## config.mk

```make
export PLATFORM = sky130hd
export DESIGN_NAME = spi_flash_responder
export DESIGN_NICKNAME = d
export VERILOG_FILES = /design/src/rtl/spi_flash_pkg.sv /design/src/rtl/spi_flash_responder_sync.sv /design/src/rtl/spi_flash_responder.sv
export SDC_FILE = /design/constraint.sdc
export NUM_CORES = 1
export LEC_CHECK = 0
export CAP_MARGIN = 10
export CORE_MARGIN = 3
export CORE_UTILIZATION = 46
export CTS_CLUSTER_DIAMETER = 120
export DETAILED_ROUTE_END_ITERATION = 10
export PLACE_DENSITY = 0.75
export SYNTH_ARGS = -nofsm -noshare
export SYNTH_HDL_FRONTEND = slang
export SYNTH_HIERARCHICAL = 1
export SYNTH_SLANG_ARGS = --single-unit
export TNS_END_PERCENT = 50
```

## constraint.sdc

```tcl
create_clock -name clk -period 2.5 [get_ports clk]
set_clock_uncertainty 0.15 [all_clocks]
set_input_delay 0.5 -clock clk [delete_from_list [all_inputs] [get_ports clk]]
set_output_delay 0.5 -clock clk [all_outputs]
set_load 0.02 [all_outputs]
```

## src/rtl/spi_flash_pkg.sv

```systemverilog
// Shared command codes, FSM state type and helpers for the SPI flash read responder.
package spi_flash_pkg;

  localparam logic [7:0] CMD_READ  = 8'h03;
  localparam logic [7:0] CMD_RDID  = 8'h9F;
  localparam int         ADDR_BITS = 24;
  localparam logic [4:0] CMD_LAST  = 5'd7;
  localparam logic [4:0] ADDR_LAST = 5'(ADDR_BITS - 1);

  typedef enum logic [2:0] {
    S_IDLE   = 3'd0,
    S_CMD    = 3'd1,
    S_ADDR   = 3'd2,
    S_READ   = 3'd3,
    S_RDID   = 3'd4,
    S_IGNORE = 3'd5
  } state_e;

  // Selects the next READ-ID byte; every index past the last ID byte yields the fill byte.
  function automatic logic [7:0] id_byte(input logic [23:0] id, input logic [1:0] idx,
                                         input logic [7:0] fill);
    logic [7:0] b;
    case (idx)
      2'd0:    b = id[23:16];
      2'd1:    b = id[15:8];
      2'd2:    b = id[7:0];
      default: b = fill;
    endcase
    return b;
  endfunction

endpackage

```

## src/rtl/spi_flash_responder_sync.sv

```systemverilog
// Oversamples the SPI pins: two-flop synchronizer plus a third flop used as the
// edge reference; edge strobes and MOSI leave this block registered and aligned.
module spi_pin_sync (
  input  logic clk,
  input  logic reset,
  input  logic spi_clk,
  input  logic spi_cs,
  input  logic spi_mosi,
  output logic sck_rise,
  output logic sck_fall,
  output logic cs_fall,
  output logic cs_rise,
  output logic mosi_s
);

  logic [2:0] sck_sync_r;
  logic [2:0] cs_sync_r;
  logic [1:0] mosi_sync_r;
  logic       sck_rise_r, sck_fall_r, cs_fall_r, cs_rise_r, mosi_r;

  // Synchronizer chains; CS idles high so it resets to the inactive level
  always_ff @(posedge clk or posedge reset) begin
    if (reset) begin
      sck_sync_r  <= 3'b000;
      cs_sync_r   <= 3'b111;
      mosi_sync_r <= 2'b00;
    end else begin
      sck_sync_r  <= {sck_sync_r[1:0], spi_clk};
      cs_sync_r   <= {cs_sync_r[1:0], spi_cs};
      mosi_sync_r <= {mosi_sync_r[0], spi_mosi};
    end
  end

  // Edge strobes compare the synchronized sample against the third flop
  always_ff @(posedge clk or posedge reset) begin
    if (reset) begin
      sck_rise_r <= 1'b0;
      sck_fall_r <= 1'b0;
      cs_fall_r  <= 1'b0;
      cs_rise_r  <= 1'b0;
      mosi_r     <= 1'b0;
    end else begin
      sck_rise_r <= sck_sync_r[1] & ~sck_sync_r[2];
      sck_fall_r <= ~sck_sync_r[1] & sck_sync_r[2];
      cs_fall_r  <= ~cs_sync_r[1] & cs_sync_r[2];
      cs_rise_r  <= cs_sync_r[1] & ~cs_sync_r[2];
      mosi_r     <= mosi_sync_r[1];
    end
  end

  assign sck_rise = sck_rise_r;
  assign sck_fall = sck_fall_r;
  assign cs_fall  = cs_fall_r;
  assign cs_rise  = cs_rise_r;
  assign mosi_s   = mosi_r;

endmodule

```

## src/rtl/spi_flash_responder.sv

```systemverilog
// SPI Mode 0 slave emulating a serial-flash READ port: decodes READ / READ-ID and
// streams bytes from a req/ack memory port with one-byte prefetch and auto-increment.
module spi_flash_responder
  import spi_flash_pkg::*;
#(
  parameter int          ADDR_W    = 12,
  parameter logic [23:0] JEDEC_ID  = 24'hEF4016,
  parameter logic [7:0]  FILL_BYTE = 8'hFF
) (
  input  logic              clk,
  input  logic              reset,
  input  logic              i_SPI_CLK,
  input  logic              i_SPI_CS,
  input  logic              i_SPI_MOSI,
  output logic              o_SPI_MISO,
  output logic              o_SPI_MISO_OE,
  output logic [ADDR_W-1:0] o_MEM_ADDRESS,
  output logic              o_MEM_REQ,
  input  logic [7:0]        i_MEM_DATA,
  input  logic              i_MEM_ACK,
  output logic              o_BUSY,
  output logic              o_UNDERRUN
);

  logic              sck_rise_s, sck_fall_s, cs_fall_s, cs_rise_s, mosi_s;
  state_e            state_r, state_nxt_s;
  logic [4:0]        bit_cnt_r;
  logic [2:0]        fall_cnt_r;
  logic [1:0]        id_idx_r;
  logic [ADDR_W-2:0] shift_in_r;
  logic [ADDR_W-1:0] rx_word_s;
  logic [ADDR_W-1:0] mem_addr_r;
  logic [7:0]        shift_out_r, hold_r, load_byte_s;
  logic              hold_vld_r, mem_req_r, miso_r, oe_r, busy_r, underrun_r;
  logic              shift_in_en_s, cmd_done_s, addr_done_s, load_mem_s, load_id_s, shift_out_s;

  spi_pin_sync u_sync (
    .clk      (clk),
    .reset    (reset),
    .spi_clk  (i_SPI_CLK),
    .spi_cs   (i_SPI_CS),
    .spi_mosi (i_SPI_MOSI),
    .sck_rise (sck_rise_s),
    .sck_fall (sck_fall_s),
    .cs_fall  (cs_fall_s),
    .cs_rise  (cs_rise_s),
    .mosi_s   (mosi_s)
  );

  // Only the low ADDR_W bits are kept: higher address bits simply fall off the shifter
  assign rx_word_s = {shift_in_r, mosi_s};

  // State register; BUSY tracks whether the next state is inside a transaction
  always_ff @(posedge clk or posedge reset) begin
    if (reset) begin
      state_r <= S_IDLE;
      busy_r  <= 1'b0;
    end else begin
      state_r <= state_nxt_s;
      busy_r  <= (state_nxt_s != S_IDLE);
    end
  end

  // Next-state decode; CS rising aborts from any state
  always_comb begin
    state_nxt_s = state_r;
    if (cs_rise_s) begin
      state_nxt_s = S_IDLE;
    end else begin
      case (state_r)
        S_IDLE: begin
          if (cs_fall_s) state_nxt_s = S_CMD;
          else           state_nxt_s = S_IDLE;
        end
        S_CMD: begin
          if (sck_rise_s && bit_cnt_r == CMD_LAST) begin
            if (rx_word_s[7:0] == CMD_READ)      state_nxt_s = S_ADDR;
            else if (rx_word_s[7:0] == CMD_RDID) state_nxt_s = S_RDID;
            else                                 state_nxt_s = S_IGNORE;
          end else begin
            state_nxt_s = S_CMD;
          end
        end
        S_ADDR: begin
          if (sck_rise_s && bit_cnt_r == ADDR_LAST) state_nxt_s = S_READ;
          else                                      state_nxt_s = S_ADDR;
        end
        S_READ, S_RDID, S_IGNORE: state_nxt_s = state_r;
        default:                  state_nxt_s = S_IDLE;
      endcase
    end
  end

  // Per-state datapath strobes; a byte is loaded on the first fall of every 8
  always_comb begin
    shift_in_en_s = 1'b0;
    cmd_done_s    = 1'b0;
    addr_done_s   = 1'b0;
    load_mem_s    = 1'b0;
    load_id_s     = 1'b0;
    shift_out_s   = 1'b0;
    load_byte_s   = FILL_BYTE;
    case (state_r)
      S_CMD: begin
        shift_in_en_s = sck_rise_s;
        cmd_done_s    = sck_rise_s & (bit_cnt_r == CMD_LAST);
      end
      S_ADDR: begin
        shift_in_en_s = sck_rise_s;
        addr_done_s   = sck_rise_s & (bit_cnt_r == ADDR_LAST);
      end
      S_READ: begin
        load_mem_s  = sck_fall_s & (fall_cnt_r == 3'd0);
        shift_out_s = sck_fall_s & (fall_cnt_r != 3'd0);
      end
      S_RDID: begin
        load_id_s   = sck_fall_s & (fall_cnt_r == 3'd0);
        shift_out_s = sck_fall_s & (fall_cnt_r != 3'd0);
      end
      default: shift_in_en_s = 1'b0;
    endcase
    if (load_mem_s) begin
      load_byte_s = hold_vld_r ? hold_r : FILL_BYTE;
    end else begin
      load_byte_s = id_byte(JEDEC_ID, id_idx_r, FILL_BYTE);
    end
  end

  // Shifters, prefetching memory port and MISO drive; CS rise discards everything in flight
  always_ff @(posedge clk or posedge reset) begin
    if (reset) begin
      bit_cnt_r   <= 5'd0;
      fall_cnt_r  <= 3'd0;
      id_idx_r    <= 2'd0;
      shift_in_r  <= '0;
      shift_out_r <= 8'h00;
      hold_r      <= 8'h00;
      hold_vld_r  <= 1'b0;
      mem_req_r   <= 1'b0;
      mem_addr_r  <= '0;
      miso_r      <= 1'b1;
      oe_r        <= 1'b0;
      underrun_r  <= 1'b0;
    end else if (cs_rise_s) begin
      bit_cnt_r   <= 5'd0;
      fall_cnt_r  <= 3'd0;
      id_idx_r    <= 2'd0;
      shift_in_r  <= '0;
      shift_out_r <= 8'h00;
      hold_vld_r  <= 1'b0;
      mem_req_r   <= 1'b0;
      miso_r      <= 1'b1;
      oe_r        <= 1'b0;
    end else begin
      if (cs_fall_s && state_r == S_IDLE) begin
        bit_cnt_r  <= 5'd0;
        fall_cnt_r <= 3'd0;
        id_idx_r   <= 2'd0;
        hold_vld_r <= 1'b0;
      end
      if (shift_in_en_s) begin
        shift_in_r <= rx_word_s[ADDR_W-2:0];
        bit_cnt_r  <= (cmd_done_s || addr_done_s) ? 5'd0 : bit_cnt_r + 5'd1;
      end
      if (addr_done_s) begin
        mem_addr_r <= rx_word_s;
        mem_req_r  <= 1'b1;
        hold_vld_r <= 1'b0;
      end
      if (load_mem_s || load_id_s) begin
        shift_out_r <= load_byte_s;
        miso_r      <= load_byte_s[7];
        oe_r        <= 1'b1;
        fall_cnt_r  <= fall_cnt_r + 3'd1;
      end
      if (shift_out_s) begin
        shift_out_r <= {shift_out_r[6:0], 1'b0};
        miso_r      <= shift_out_r[6];
        fall_cnt_r  <= fall_cnt_r + 3'd1;
      end
      if (load_id_s && id_idx_r != 2'd3) begin
        id_idx_r <= id_idx_r + 2'd1;
      end
      if (load_mem_s) begin
        mem_addr_r <= mem_addr_r + ADDR_W'(1);
        mem_req_r  <= 1'b1;
        hold_vld_r <= 1'b0;
        if (!hold_vld_r) underrun_r <= 1'b1;
      end
      // A late ack landing on a load still fills the holding reg; the new request stays up
      if (i_MEM_ACK && mem_req_r) begin
        hold_r     <= i_MEM_DATA;
        hold_vld_r <= 1'b1;
        if (!load_mem_s) mem_req_r <= 1'b0;
      end
    end
  end

  assign o_SPI_MISO    = miso_r;
  assign o_SPI_MISO_OE = oe_r;
  assign o_MEM_ADDRESS = mem_addr_r;
  assign o_MEM_REQ     = mem_req_r;
  assign o_BUSY        = busy_r;
  assign o_UNDERRUN    = underrun_r;

endmodule

```

==> results of run 1 <==
cell type report:
type / instances / area [um^2] / share of cell area
Inverter: 9 / 33.8 / 0.00834
Multi-Input combinational cell: 231 / 1520 / 0.376
Clock buffer: 11 / 151 / 0.0374
Sequential cell: 70 / 1760 / 0.434
Clock inverter: 5 / 105 / 0.0260
Tap cell: 96 / 120 / 0.0297
Timing Repair Buffer: 36 / 358 / 0.0884
cell usage after synthesis (2+ instances only):
cell type,number
clkbuf_1,4
nor2b_1,3
a221oi_1,2
nand2_1,28
a211oi_1,5
nor2_1,35
nor4_1,2
dfrtp_1,66
o21bai_1,2
a311oi_2,2
o22ai_1,6
xor2_1,2
nor3b_1,2
mux2i_1,13
nand3b_1,5
nand4_1,2
o21ai_0,13
nand2b_1,3
a21o_1,2
and2b_2,4
a2bb2oi_1,4
dfstp_2,4
nor3_1,10
a31oi_1,5
inv_1,9
mux2_2,8
buf_6,2
a21oi_1,18
ha_1,8
nand3_1,14
buf_2,6
and4_1,2
and3_1,2
o21ai_1,2
buf_4,3
o31ai_1,5
power by group through the flow:
stage          clock network, mW  logic, mW  registers (mW)
3_5_place_dp                   0      0.131            1.22
5_1_grt                     1.21      0.145            1.20
3_3_place_gp                   0      0.128            1.21
2_1_floorplan                  0     0.0902            1.20
6_report                    1.13      0.129            1.19
4_1_cts                     1.16      0.132            1.19
how the worst max path moves through the flow:
stage                                      start                             to  cells past startpoint
floorplan                                  reset       bit_cnt_r[0]$_DFFE_PP0P_                      1
CTS                       o_SPI_MISO$_DFFE_PP1P_                     o_SPI_MISO                      1
global placement                       i_MEM_ACK          hold_r[0]$_DFFE_PP0P_                      4
finish              o_MEM_ADDRESS[7]$_DFFE_PP0P_               o_MEM_ADDRESS[7]                      1
global route                state_r[1]$_DFF_PP0_   o_MEM_ADDRESS[8]$_DFFE_PP0P_                      6
detailed placement          state_r[2]$_DFF_PP0_  o_MEM_ADDRESS[10]$_DFFE_PP0P_                      6
flip-flops by register name, summed over array words and instances, names as in the netlist, 2 cells and up:
name	flops
bit_cnt_r	5
fall_cnt_r	3
hold_r	8
id_idx_r	2
o_MEM_ADDRESS	12
shift_in_r	11
shift_out_r	7
state_r	3
u_sync/cs_sync_r	3
u_sync/mosi_sync_r	2
u_sync/sck_sync_r	3
layer usage:
layer	routed length, um	part of all wire	GRT usage
met3	267	0.039	0.0533
met5	0	0	0
met1	3060	0.45	0.210
met2	3370	0.50	0.286
met4	70	0.010	0.0545
stage by stage:
stage / std cells / hold slack [ns]
CTS: 458 / 0.206
detailed placement: 442 / 0.188
floorplan: 326 / 0.181
finish: 458 / 0.204
global placement: 442 / 0.183
global route: 458 / 0.217
cell families after synthesis:
logic type / Yosys count / share of synthesized area
AND/OR/NAND/NOR: 123 / 0.190
AO/OA/AOI/OAI: 77 / 0.158
flip-flops: 70 / 0.515
buffers and inverters: 25 / 0.0374
multiplexers: 21 / 0.0646
adder cells (fa/ha/maj): 8 / 0.0294
XOR/XNOR: 2 / 0.00514
==> metrics, run 1 <==
DR vias/cell 5.51; Post-synth ARST share 1.00; Synth Instances 326; Post-synth EDFFs 0; dpl cell area 3790 um^2; crit path capture type output port; status finished, final reports clean; total power 2.46 mW; final setup TNS 0 ns; DRC Markers 0; Yosys top cell by area dfrtp_1; CP max stage cell clkdlybuf4s50_1; syn_nets 348; hold path start u_sync/mosi_sync_r[0]$_DFF_PP0_; layout cell share with drive strength beyond 1 0.144; fillers 628; Routed Antenna Nets 0; critical path class flip-flop to output port; routed via count 2,522; max incr delay on CP 0.66 ns; most frequent cells in the layout dfrtp_1 (66), nor2_1 (35), clkdlybuf4s50_1 (30); Hold Path Stages 0; Critical Path Source Type flip-flop; row count 30; largest net degree at the start of global routing 42; RR Startpoint state_r[2]$_DFF_PP0_; area growth from synthesis to layout 18.8%; postcts setup bufs 0; final core occ 0.580; WP data arrival 1.48 ns; Area contributors post-synth dfrtp_1 (48%), nor2_1 (3.9%), mux2i_1 (3.8%); Largest delay share family, worst path buffers and inverters; clock root buffer clkbuf_8; P_leak 1.80 nW; Worst Max-Slew Pin Slew 0.599 ns; Slew Limit Headroom 0.600; Yosys reg bits 70; Die Area 8480 um^2; Initial Util 0.488; fin area 4050 um^2; final-report hold violation count 0; Slew Limit Fails 0; power share of the combinational group 0.052; setup ws final 0.372 ns; CTS Hold Buffers Added 0; min cycle time layout 2.13 ns; first-pass GRT wire length 11,600 um; Yosys warnings 6; post_cts resized 0; clk_lat worst skew 0.35 ns; pre-CTS setup slack 0.477 ns; H-tree depth 3; final setup fails 0; fin crit share 0.851; Hold Crit Class flip-flop to flip-flop; most common cell after layout, fill and taps aside dfrtp_1; RSZ-0062 raised after global routing no; R2R cell count 6; clock buffer depth 2; 1st-iter DRT viols 170; max cap viols 0; clock share of power 0.462; part of the power in registers 0.486; HPWL after DPL 4700 um; CTS buffer count 9; DRT Pass-1 Iters 4; CTS sink cnt 70; detailed-route wire length per cell 14.8 um; number of diodes 0; gr usage total 0.171; Post-Syn Area 3410 um^2; WL final 6760 um; initial antenna violation count 0; Buffers on Ports 30; Placer Congestion 0.822; GR Overflow Total 0; Hold Crit Endpoint u_sync/mosi_sync_r[1]$_DFF_PP0_; TritonCTS clock tree yes; Nets 379; Crit Path Max Fanout 8; reg2reg end o_MEM_ADDRESS[2]$_DFFE_PP0P_; Int Power 1.94 mW; top cell type's share of synthesized area 0.485; Top Ports 31; Buf/Inv on CP 1; sw power 0.512 mW; Placeable Area 6980 um^2; upper clock frequency limit 470 MHz; Die Ht 92.1 um; Sw Share 0.208; Chip Width 92.1 um; sequential area share after synthesis 0.515; Power Dens Cells 607 nW/um^2; CP cell instances clkdlybuf4s50_1; top_reg_cell synth dfrtp_1; WP data required 1.85 ns; number of global-route vias before repair 2,573; Mean Syn Cell Area 10.5 um^2; Reg clk slew, reported paths 0.08 ns; Worst VDD drop 0.356 mV; Synth cell types 59; flop2flop setup slack 0.44 ns
(Power assumes the default switching activity.)
==> inputs of run 2 (changes only) <==
--- a/config.mk
+++ b/config.mk
@@ -6,6 +6,7 @@
 export NUM_CORES = 1
 export LEC_CHECK = 0
 export CAP_MARGIN = 10
+export CORE_ASPECT_RATIO = 0.5
 export CORE_MARGIN = 3
 export CORE_UTILIZATION = 46
 export CTS_CLUSTER_DIAMETER = 120
==> run 2 against run 1 <==
Core utilization is 1.8 points higher; hold slack got worse by 0.0017 ns; via count increased by 3.2%; critical path depth did not move; worst setup slack gained 0.022 ns; first-iteration DRC count is 43% higher; die area rose by 0.74%; power up 14%; global-route usage increased by 2.2 points; largest cell class unchanged.
==> metrics, run 2 (synthesis results as in run 1) <==
row count 21 (-30%); max incr delay on CP 0.65 ns (about the same); flop2flop setup slack 0.41 ns (-0.03 ns); setup ws final 0.394 ns (+0.0224 ns); Placer Congestion 0.797 (-3.0%); Power Dens Cells 675 nW/um^2 (+11%); routed via count 2,603 (+3.2%); Sw Share 0.201 (-0.00772); WL final 7380 um (+9.1%); Routed Antenna Nets 0 (unchanged); Nets 380 (+0.26%); clock buffer depth 2 (unchanged); H-tree depth 3 (unchanged); clock root buffer clkbuf_16; power share of the combinational group 0.047 (-0.005); crit path capture o_MEM_ADDRESS[0]; RSZ-0062 raised after global routing no; Worst Max-Slew Pin Slew 0.569 ns (-0.0298 ns); CP max stage cell clkdlybuf4s50_1; critical path depth 1 (unchanged); postcts setup bufs 0 (unchanged); largest net degree at the start of global routing 40 (-4.8%); Reg clk slew, reported paths 0.05 ns (-0.03 ns); Slew Limit Fails 0 (unchanged); CTS sink cnt 70 (unchanged); clk_lat worst skew 0.34 ns (about the same); number of global-route vias before repair 2,608 (+1.4%); sw power 0.562 mW (+9.8%); RR Startpoint state_r[1]$_DFF_PP0_; status finished, final reports clean; WP data arrival 1.46 ns (-0.02 ns); HPWL after DPL 5030 um (+7.1%); Placeable Area 6940 um^2 (-0.65%); CTS Hold Buffers Added 0 (unchanged); CP cell instances clkdlybuf4s50_1; area growth from synthesis to layout 21.7%; pre-CTS setup slack 0.477 ns (-0.000565 ns); upper clock frequency limit 475 MHz (+1.1%); R2R cell count 6 (unchanged); WP data required 1.85 ns (about the same); part of the power in registers 0.427 (-0.059); post_cts resized 0 (unchanged); first-pass GRT wire length 12,600 um (+8.9%); most frequent cells in the layout dfrtp_1 (66), nor2_1 (35), clkdlybuf4s50_1 (30); detailed-route wire length per cell 16.2 um (+9.8%); clock share of power 0.526 (+0.064); P_leak 1.86 nW (+3.3%); number of diodes 0 (unchanged); gr usage total 0.193 (+0.0220); CP startpoint o_MEM_ADDRESS[0]$_DFFE_PP0P_; final setup fails 0 (unchanged); critical path class flip-flop to output port; Worst VDD drop 0.354 mV (-0.66%); Initial Util 0.491 (+0.00317); Top Ports 31 (unchanged); min cycle time layout 2.11 ns (-0.0224 ns); most common cell after layout, fill and taps aside dfrtp_1; TritonCTS clock tree yes; Largest delay share family, worst path buffers and inverters; max cap viols 0 (unchanged); Die Ht 66.9 um (-27%); DRC Markers 0 (unchanged); Buf/Inv on CP 1 (unchanged); max FFs per register 12 (unchanged); DRT Pass-1 Iters 5 (+1); Crit Path Max Fanout 7 (-1); GR Overflow Total 0 (unchanged); Die Area 8540 um^2 (+0.74%); final-report hold violation count 0 (unchanged); initial antenna violation count 0 (unchanged); Chip Width 128 um (+39%); 1st-iter DRT viols 243 (+43%); layout cell share with drive strength beyond 1 0.146 (+0.00236); Hold Crit Class flip-flop to flip-flop; Slew Limit Headroom 0.620 (+0.0203); Buffers on Ports 30 (unchanged); crit path capture type output port; Int Power 2.24 mW (+15%); reg2reg end o_MEM_ADDRESS[2]$_DFFE_PP0P_; final setup TNS 0 ns (unchanged); CTS buffer count 9 (unchanged); fin crit share 0.842 (-0.00897); Critical Path Source Type flip-flop; DR vias/cell 5.72 (+3.9%)
==> run 2: cell types whose count changed in the layout (fill, tap and decap cells not counted), sizes merged <==
| cell | delta |
|---|---|
| buf | +1 |
| bufinv | -1 |
| clkbuf | +3 |
| clkinvlp | -2 |
==> run 2: through the flow <==
| step | util | cell area [um^2] | power [mW] | std cells | hold slack [ns] |
|---|---|---|---|---|---|
| floorplan | - | 3410 | 1.29 | 326 | 0.181 |
| global placement | 0.547 | 3790 | 1.34 | 439 | 0.184 |
| detailed placement | 0.547 | 3790 | 1.35 | 439 | 0.185 |
| CTS | 0.598 | 4150 | 2.82 | 455 | 0.205 |
| global route | 0.598 | 4150 | 2.90 | 455 | 0.205 |
| finish | 0.598 | 4150 | 2.80 | 455 | 0.202 |
==> run 2: routing by layer <==
metal | GRT usage | wire length (um)
met1 | 0.245 | 3370
met2 | 0.309 | 3570
met3 | 0.0624 | 347
met4 | 0.0754 | 88
met5 | 0 | 0
==> run 2: cell type report <==
type	count	area [um^2]
clock buffer	14	294
clock inverter	2	60.1
fill	588	2790
inverter	9	33.8
multi-input combinational	231	1520
sequential	70	1760
tap	92	115
timing repair buffer	37	365
==> run 2: power groups by stage <==
stage | Combinational [mW] | Sequential (mW) | Clock (mW)
floorplan | 0.0902 | 1.20 | 0
CTS | 0.134 | 1.20 | 1.49
detailed placement | 0.133 | 1.22 | 0
global route | 0.146 | 1.20 | 1.56
finish | 0.132 | 1.20 | 1.47
global placement | 0.125 | 1.21 | 0
==> run 2: worst min-delay path by stage <==
stage | start | end | slack [ns] | cells after the start
floorplan | u_sync/mosi_sync_r[1]$_DFF_PP0_ | u_sync/mosi_s$_DFF_PP0_ | 0.18 | 0
global placement | u_sync/mosi_sync_r[0]$_DFF_PP0_ | u_sync/mosi_sync_r[1]$_DFF_PP0_ | 0.18 | 0
detailed placement | u_sync/mosi_sync_r[0]$_DFF_PP0_ | u_sync/mosi_sync_r[1]$_DFF_PP0_ | 0.18 | 0
CTS | u_sync/sck_sync_r[0]$_DFF_PP0_ | u_sync/sck_sync_r[1]$_DFF_PP0_ | 0.20 | 0
global route | u_sync/sck_sync_r[0]$_DFF_PP0_ | u_sync/sck_sync_r[1]$_DFF_PP0_ | 0.20 | 0
finish | u_sync/sck_sync_r[0]$_DFF_PP0_ | u_sync/sck_sync_r[1]$_DFF_PP0_ | 0.20 | 0
==> inputs of run 3 (changes only) <==
==> constraint.sdc (replaced) <==
create_clock -name clk -period 2 [get_ports clk]
set_clock_uncertainty 0.15 [all_clocks]
set_input_delay 0.4 -clock clk [delete_from_list [all_inputs] [get_ports clk]]
set_output_delay 0.4 -clock clk [all_outputs]
set_load 0.02 [all_outputs]
==> run 3 against run 2 <==
Worst setup slack got worse by 0.33 ns; core utilization grew 0.69 points; clock power grew 11%; critical path depth did not move; critical path type unchanged; wire length decreased by 2.9%; register-to-register slack worse by 0.32 ns; cell area increased by 1.1%.
==> metrics, run 3 (synthesis results as in run 1) <==
status finished, final reports clean; Hold Path Stages 0 (unchanged); area growth from synthesis to layout 23.1%; number of global-route vias before repair 2,675 (+2.6%); Initial Util 0.491 (unchanged); Critical Path Source Type flip-flop; Largest delay share family, worst path buffers and inverters; reg2reg end fall_cnt_r[2]$_DFFE_PP0P_; Crit Path Max Fanout 6 (-1); clk_lat worst skew 0.33 ns (about the same); largest net degree at the start of global routing 25 (-38%); Die Ht 66.9 um (unchanged); routed via count 2,606 (+0.12%); non-filler cells in the finished layout 462 (+1.5%); final-report hold violation count 0 (unchanged); dpl cells 446 (+1.6%); Buffers on Ports 30 (unchanged); WP data arrival 1.38 ns (-0.08 ns); setup ws final 0.0674 ns (-0.327 ns); Slew Limit Fails 0 (unchanged); most frequent cells in the layout dfrtp_1 (64), nor2_1 (35), nand2_1 (28); TritonCTS clock tree yes; pre-CTS setup slack 0.0709 ns (-0.406 ns); Reg clk slew, reported paths 0.06 ns (about the same); total power 3.30 mW (+18%); 1st-iter DRT viols 221 (-9.1%); HPWL after DPL 5040 um (+0.22%); max incr delay on CP 0.63 ns (-0.02 ns); Worst Max-Slew Pin Slew 0.504 ns (-0.0649 ns); fin crit share 0.966; Worst VDD drop 0.470 mV (+33%); first-pass GRT wire length 12,300 um (-2.6%); layout cell share with drive strength beyond 1 0.168 (+0.0216); final setup TNS 0 ns (unchanged); clock root buffer clkbuf_16; post_cts resized 2 (+2); final core occ 0.605 (+0.00685); initial antenna violation count 0 (unchanged); crit path capture type output port; CP max stage cell clkdlybuf4s50_1; RSZ-0062 raised after global routing no; critical path class flip-flop to output port; CP cell instances clkdlybuf4s50_1; detailed-route wire length per cell 15.5 um (-4.3%); R2R cell count 5 (-1); Chip Width 128 um (unchanged); row count 21 (unchanged); RR Startpoint state_r[1]$_DFF_PP0_; max cap viols 0 (unchanged); postcts setup bufs 0 (unchanged); DRC Markers 0 (unchanged); Placer Congestion 0.813 (+1.9%); WL final 7170 um (-2.9%); number of diodes 0 (unchanged); Nets 387 (+1.8%); flop2flop setup slack 0.09 ns (-0.32 ns); H-tree depth 3 (unchanged); Buf/Inv on CP 1 (unchanged); WP data required 1.45 ns (-0.40 ns); Die Area 8540 um^2 (unchanged); GR Overflow Total 0 (unchanged); Hold Crit Endpoint u_sync/sck_sync_r[1]$_DFF_PP0_; hold path start u_sync/sck_sync_r[0]$_DFF_PP0_; P_leak 1.95 nW (+4.8%); min cycle time layout 1.93 ns; Routed Antenna Nets 0 (unchanged); final setup fails 0 (unchanged); Power Dens Cells 786 nW/um^2 (+16%); gr usage total 0.183 (-0.00974); CTS Hold Buffers Added 0 (unchanged); upper clock frequency limit 517 MHz; Placeable Area 6940 um^2 (unchanged); Top Ports 31 (unchanged); most common cell after layout, fill and taps aside dfrtp_1; clock buffer depth 2 (unchanged); Hold Crit Class flip-flop to flip-flop; max FFs per register 12 (unchanged); CTS sink cnt 70 (unchanged); Slew Limit Headroom 0.659 (+0.0395); DR vias/cell 5.64 (-1.4%); CTS buffer count 9 (unchanged); DRT Pass-1 Iters 5 (unchanged)
run 3: changes by cell type in the layout (fill, tap and decap cells not counted), sizes merged, moves of 2 or more:
cell,previous run,this run
dlygate4sd2,0,2
clkdlybuf4s50,30,24
buf,7,14
dlymetal6s2s,0,4
run 3: final cells by class:
| class | count | area (um^2) |
|---|---|---|
| fillers | 577 | 2740 |
| flip-flops and latches | 70 | 1760 |
| multi-input cells | 231 | 1530 |
| repair buffers | 44 | 442 |
| clock buffers | 13 | 270 |
| well taps | 92 | 115 |
| clock inverters | 3 | 42.5 |
| inverters | 9 | 33.8 |
run 3: power breakdown:
group	total [mW]	switching [mW]	internal, mW	leakage, nW
logic	0.170	0.0859	0.0841	0.873
clock network	1.63	0.567	1.06	0.152
registers	1.50	0.0348	1.46	0.927
run 3: stage by stage:
stage                     area [um^2]  hold slack (ns)
final                            4200            0.201
after global routing             4200            0.210
after CTS                        4170            0.205
after detailed placement         3860            0.193
after global placement           3860            0.183
after floorplan                  3410            0.125
run 3: worst max-delay path by stage:
stage / startpoint / to / slack, ns / cells after the start
global placement: i_MEM_ACK / hold_r[0]$_DFFE_PP0P_ / 0.12 / 4
floorplan: reset / bit_cnt_r[0]$_DFFE_PP0P_ / 0.05 / 1
detailed placement: state_r[1]$_DFF_PP0_ / fall_cnt_r[2]$_DFFE_PP0P_ / 0.07 / 5
CTS: o_MEM_ADDRESS[8]$_DFFE_PP0P_ / o_MEM_ADDRESS[8] / 0.03 / 1
global route: o_MEM_ADDRESS[5]$_DFFE_PP0P_ / o_MEM_ADDRESS[5] / 0.007 / 1
finish: o_MEM_ADDRESS[1]$_DFFE_PP0P_ / o_MEM_ADDRESS[1] / 0.07 / 1
run 3: metal layers:
| metal | vias to the layer above | part of all wire | routed length [um] | GRT usage |
|---|---|---|---|---|
| li1 | 1257 | - | - | - |
| met1 | 1275 | 0.47 | 3370 | 0.233 |
| met2 | 70 | 0.47 | 3400 | 0.298 |
| met3 | 4 | 0.050 | 362 | 0.0681 |
| met4 | 0 | 0.0045 | 32 | 0.0463 |
| met5 | - | 0 | 0 | 0 |
